==> src/rtl/wdg_rst_gen.sv <==
// wdg_rst_gen: reset generator sitting behind the APB4 watchdog.
// Merges the watchdog request, an external reset pin and a software pulse
// into one stretched, synchronously released system reset, and records the
// cause of every reset in a sticky register.
// Optional build macro: WDG_RST_GEN_GLITCH_FLT_EN adds a 4-cycle glitch
// filter on the synchronized external reset pin.
module wdg_rst_gen #(
   parameter int STRETCH_WIDTH = 8,
   parameter int POR_STRETCH   = 16,
   parameter int SYNC_STAGE    = 2
) (
   input  logic                     clk_i,
   input  logic                     rst_n_i,
   input  logic                     wdg_rst_i,
   input  logic                     ext_rst_n_i,
   input  logic                     sw_rst_i,
   input  logic [STRETCH_WIDTH-1:0] stretch_i,
   input  logic                     cause_clr_i,
   output logic                     sys_rst_n_o,
   output logic [3:0]               rst_cause_o,
   output logic                     busy_o
);

   typedef enum logic [1:0] {
      ST_IDLE   = 2'd0,
      ST_ASSERT = 2'd1,
      ST_HOLD   = 2'd2
   } state_t;

   state_t                   state;
   logic [STRETCH_WIDTH-1:0] cnt;

   logic [SYNC_STAGE-1:0]    wdg_sync;
   logic [SYNC_STAGE-1:0]    ext_sync;
   logic                     wdg_prev;

   logic                     wdg_s;
   logic                     ext_low;
   logic                     ext_req;
   logic                     wdg_ev;
   logic                     sw_ev;
   logic                     restart;
   logic                     hold_cond;

   // Hold-low length to load into the down-counter; a zero length still
   // produces one low cycle, so the counter start value is max(len,1)-1.
   function automatic logic [STRETCH_WIDTH-1:0] load_len(
      input logic [STRETCH_WIDTH-1:0] len
   );
      return (len == '0) ? '0 : (len - STRETCH_WIDTH'(1));
   endfunction

   // Synchronizers; both reset to the inactive level of their input.
   always_ff @(posedge clk_i or negedge rst_n_i) begin
      if (!rst_n_i) begin
         wdg_sync <= '0;
         ext_sync <= '1;
      end else begin
         wdg_sync <= {wdg_sync[SYNC_STAGE-2:0], wdg_rst_i};
         ext_sync <= {ext_sync[SYNC_STAGE-2:0], ext_rst_n_i};
      end
   end

   assign wdg_s   = wdg_sync[SYNC_STAGE-1];
   assign ext_low = ~ext_sync[SYNC_STAGE-1];

   // Previous synced watchdog level for rising-edge detection.
   always_ff @(posedge clk_i or negedge rst_n_i) begin
      if (!rst_n_i) begin
         wdg_prev <= 1'b0;
      end else begin
         wdg_prev <= wdg_s;
      end
   end

   assign wdg_ev = wdg_s & ~wdg_prev;
   assign sw_ev  = sw_rst_i;

`ifdef WDG_RST_GEN_GLITCH_FLT_EN
   logic [1:0] flt_cnt;

   // Saturating count of consecutive low cycles on the synced pin; any high
   // cycle clears it, so release of the request is immediate.
   always_ff @(posedge clk_i or negedge rst_n_i) begin
      if (!rst_n_i) begin
         flt_cnt <= 2'd0;
      end else if (!ext_low) begin
         flt_cnt <= 2'd0;
      end else if (flt_cnt != 2'd3) begin
         flt_cnt <= flt_cnt + 2'd1;
      end
   end

   // Request only on the 4th (and later) consecutive low cycle.
   assign ext_req = ext_low & (flt_cnt == 2'd3);
`else
   assign ext_req = ext_low;
`endif

   // Edge events restart the hold; level sources keep the reset in HOLD.
   assign restart   = wdg_ev | sw_ev;
   assign hold_cond = ext_req | wdg_s;

   // Sequencer with registered reset and busy outputs.
   always_ff @(posedge clk_i or negedge rst_n_i) begin
      if (!rst_n_i) begin
         state       <= ST_ASSERT;
         cnt         <= STRETCH_WIDTH'(POR_STRETCH - 1);
         sys_rst_n_o <= 1'b0;
         busy_o      <= 1'b1;
      end else begin
         case (state)
            ST_IDLE: begin
               if (restart || ext_req) begin
                  state       <= ST_ASSERT;
                  cnt         <= load_len(stretch_i);
                  sys_rst_n_o <= 1'b0;
                  busy_o      <= 1'b1;
               end
            end
            ST_ASSERT: begin
               if (restart) begin
                  cnt <= load_len(stretch_i);
               end else if (cnt == '0) begin
                  if (hold_cond) begin
                     state <= ST_HOLD;
                  end else begin
                     state       <= ST_IDLE;
                     sys_rst_n_o <= 1'b1;
                     busy_o      <= 1'b0;
                  end
               end else begin
                  cnt <= cnt - STRETCH_WIDTH'(1);
               end
            end
            ST_HOLD: begin
               if (restart) begin
                  state <= ST_ASSERT;
                  cnt   <= load_len(stretch_i);
               end else if (!hold_cond) begin
                  state       <= ST_IDLE;
                  sys_rst_n_o <= 1'b1;
                  busy_o      <= 1'b0;
               end
            end
            default: begin
               state       <= ST_IDLE;
               sys_rst_n_o <= 1'b1;
               busy_o      <= 1'b0;
            end
         endcase
      end
   end

   // Sticky cause bits: clear drops all four, a same-cycle set wins, and the
   // POR bit is set only by the power-on reset itself.
   always_ff @(posedge clk_i or negedge rst_n_i) begin
      if (!rst_n_i) begin
         rst_cause_o <= 4'b0001;
      end else begin
         rst_cause_o <= (cause_clr_i ? 4'b0000 : rst_cause_o)
                        | {sw_ev, wdg_ev, ext_req, 1'b0};
      end
   end

endmodule
==> config.mk <==
export PLATFORM = sky130hd
export DESIGN_NAME = wdg_rst_gen
export DESIGN_NICKNAME = d
export VERILOG_FILES = /design/src/rtl/wdg_rst_gen.sv
export SDC_FILE = /design/constraint.sdc
export NUM_CORES = 1
export LEC_CHECK = 0
export ABC_AREA = 0
export CAP_MARGIN = 20
export CELL_PAD_IN_SITES_DETAIL_PLACEMENT = 1
export CELL_PAD_IN_SITES_GLOBAL_PLACEMENT = 1
export CORE_MARGIN = 4
export CORE_UTILIZATION = 36
export DETAILED_ROUTE_END_ITERATION = 10
export MAX_ROUTING_LAYER = met4
export PLACE_DENSITY = 0.84
export SYNTH_ARGS = -nofsm -noshare
export SYNTH_HDL_FRONTEND = slang
export SYNTH_SLANG_ARGS = --single-unit
==> constraint.sdc <==
create_clock -name clk_i -period 2 [get_ports clk_i]
set_input_delay 0.4 -clock clk_i [delete_from_list [all_inputs] [get_ports clk_i]]
set_output_delay 0.4 -clock clk_i [all_outputs]
set_load 0.02 [all_outputs]
==> flow_summary.yaml <==
floorplanning:
  ioPinCount: 20
  fp-row-count: 21
  start_util: 0.3853
  die_h_um: 68.70
  fp.dieArea_um2: 4719
  chipWidth_um: 68.70
  core_um2: 3442
pwr:
  power.leakage_nw: 0.8274
  powerDensity_nw_per_um2: 1231
  ir_worst_vdd_uv: 508.0
worst_setup_path:
  cp-end-kind: "register"
  cp.required_ns: 2.20
  startpoint_type: "register"
  r2r_end: "cnt[0]$_DFFE_PN1P_"
  slowest_delay_ns: 0.58
  worstPathArrival_ns: 2.25
  r2r-start: "cnt[4]$_DFFE_PN0P_"
  slowest_stage: "or4_4"
  crit_type: "register to register"
  reg2regPathDepth: 6
  rrSetupSlack_ns: -0.05
  cp_max_fo: 7
  cp_cell_sequence: "or4_4 > nor4b_4 > a211o_2 > buf_6 > nor3_2 > a211o_1"
timing:
  layout_setup_ws_ns: -0.05354
  rsz0062_at_grt: "true"
  tightest_slew_ns: 0.5286
  min_period_ns: 2.054
  setup_viol: 5
  fmax_ghz: 0.4870
  finalHoldViolations: 0
  tns_ns: -0.1068
  slew_violations: 0
  slew_headroom: 0.6443
  finalCritPeriodShare: 1.027
  clock_skew_ns: 0.009273
placed_design:
  numPortBuffers: 19
  placed_cell_area_um2: 1697
  gp_congestion: 0.8417
  numPlacedInstances: 223
  hpwlAfterDp_um: 3082
  pre_cts_slack_ns: -0.2239
clock_network:
  ctsHoldBuffers: 0
  cts-root-buf: "clkbuf_8"
  tritoncts: "yes"
  cts_buffers: 3
  cts_sinks: 21
  cts_buffer_depth: 2
  worstSkewPairLatency_ns: 0.27
  htreeDepth: 1
  path_clk_slew_ns: 0.09
route:
  viasPerCell: 5.413
  num_vias: 1272
  ant_nets: 0
  drcViolationCount: 0
  wl_per_cell_um: 18.35
  wl_um: 4312
  drt_first_pass_iters: 5
  drtIter0Drc: 39
grt:
  grt_max_degree: 22
  antenna_found_initial: 0
  track_usage: 0.1961
  gr-total-overflow: 0
  grt_pass1_wl_um: 6734
  grt_pass1_vias: 1456
final_layout:
  insertedDiodeCount: 0
  final_common_cell: "buf_4"
  n_fill_cell: 406
  nNetsFinal: 213
  layoutNonFillerInstCount: 235
  fin_area_um2: 1866
  final_cell_mix: "buf_4 (23), clkdlybuf4s50_1 (19), inv_1 (12), dfrtp_1 (12), nor3_1 (10)"
  final_layout_size_suffix_gt1_frac: 0.2910
  syn_to_final_growth_pct: 40.66
synthesis:
  synth-xor-area-share: 0.02642
  synth_mux_area_frac: 0.03962
  synth_edf_count: 0
  syn-cell-area_um2: 1326
  syn_nets: 166
  synthDistinctLibCells: 37
  yosysWarnings: 0
  synthArstFlopShare: 1.000
  seq_area_frac_synth: 0.4047
  synthSimpleGateAreaFrac: 0.2368
  synth_top_family_by_area: "simple AND/OR/NAND/NOR gates"
  synth-adder-area-share: 0.08491
  synth-compound-area-share: 0.1642
  syn_inst: 143
  ys.flop_type: "dfrtp_1"
  synth.avg_cell_area_um2: 9.275
  synth.ff_latch_count: 21
min_path:
  hold_depth: 0
  hold_end: "ext_sync[1]$_DFF_PN1_"
  hp-start: "ext_sync[0]$_DFF_PN1_"
  hp-class: "register to register"
job:
  cap_viol_max_count: 0
outcome:
  status: "finished with violations"
  violations: "negative setup slack"
==> metrics by stage <==
stage	hold WS, ns	util	power (W)
after global placement	0.3368	0.4929	0.001684
after detailed placement	0.3509	0.4929	0.001764
after global routing	0.3679	0.5420	0.002435
final	0.3617	0.5420	0.002296
after CTS	0.3631	0.5242	0.002181
after floorplan	0.1044	-	0.001353
==> synthesized netlist by cell type (2+ instances only) <==
master | instances | share of area
ha_1 | 9 | 0.085
o21ai_0 | 12 | 0.045
mux2i_1 | 3 | 0.023
a21oi_1 | 8 | 0.030
inv_1 | 12 | 0.034
nor3_1 | 11 | 0.042
nor2b_1 | 4 | 0.019
or3_1 | 2 | 0.0094
nand3b_1 | 2 | 0.011
clkbuf_1 | 2 | 0.0057
xnor2_1 | 4 | 0.026
dfrtp_1 | 12 | 0.23
nand2_1 | 9 | 0.025
nor2_1 | 9 | 0.025
nor3b_1 | 4 | 0.023
a211oi_1 | 2 | 0.011
nand2b_1 | 3 | 0.014
and3_1 | 2 | 0.0094
and2_1 | 2 | 0.0094
a21o_1 | 3 | 0.017
dfstp_2 | 9 | 0.18
nor4_1 | 2 | 0.0094
a31oi_1 | 3 | 0.014
==> report_power, final <==
group	switching (W)	leakage (nW)	total, W	internal [W]
clock network	0.000150	0.0255	0.000289	0.000139
logic	0.000653	0.567	0.00128	0.000624
registers	0.000123	0.235	0.000730	0.000607
total	0.000926	0.827	0.00230	0.00137
==> critical path: cells and delay by family, from the launching register on <==
family                 cells  cell delay, ns
AOI/OAI and AO/OA          2            0.50
buffers and inverters      1            0.14
DFF                        1            0.39
and+or+nand+nor            3            0.96
==> worst max path at each step <==
stage                                     from            endpoint  slack (ns)  cells past startpoint
after global routing        cnt[4]$_DFFE_PN0P_  cnt[0]$_DFFE_PN1P_       -0.08                      6
after detailed placement          stretch_i[0]  cnt[1]$_DFFE_PN1P_       -0.22                      8
after floorplan           state[1]$_DFFE_PN0P_  cnt[0]$_DFFE_PN1P_        0.03                      8
final                       cnt[4]$_DFFE_PN0P_  cnt[0]$_DFFE_PN1P_       -0.05                      6
after CTS                   cnt[5]$_DFFE_PN0P_  busy_o$_DFFE_PN1P_       -0.03                      5
after global placement                sw_rst_i  cnt[0]$_DFFE_PN1P_       -0.12                      6
==> sequential cells by signal (all words and copies together) (netlist names) <==
signal and cells:
rst_cause_o 4, cnt 8, wdg_prev 1, ext_sync 2
busy_o 1, state 2, wdg_sync 2, sys_rst_n_o 1
==> repair_timing <==
action | CTS | global route
pin swaps | 6 | 6
buffers inserted | 5 | 3
setup endpoints to repair | 4 | 10
gates resized for setup | 10 | 13
==> routing by layer <==
layer  GRT usage  part of all wire  vias to the layer above  wire length [um]
met2      0.3468              0.53                       33              2298
li1            -                 -                      596                 -
met4     0.09002             0.032                        0               140
met3     0.03404             0.031                       16               135
met5           -                 0                        -                 0
met1      0.2133              0.40                      627              1737
==> logic make-up after synthesis <==
kind of cell / count (synthesis)
compound gates: 35
xor+xnor: 4
fa+ha+maj: 9
buf+inv: 15
flops: 21
mux: 5
simple gates: 54
==> layout make-up <==
cell class	instances	area [um2]	area share
clock buffers	3	41.29	0.02213
clock inverters	1	5.005	0.002683
inverters	12	45.04	0.02414
multi-input cells	107	783.3	0.4199
flip-flops and latches	21	536.8	0.2877
well taps	46	57.56	0.03085
repair buffers	45	396.6	0.2126
No activity file was read; power rests on OpenSTA's default activity.
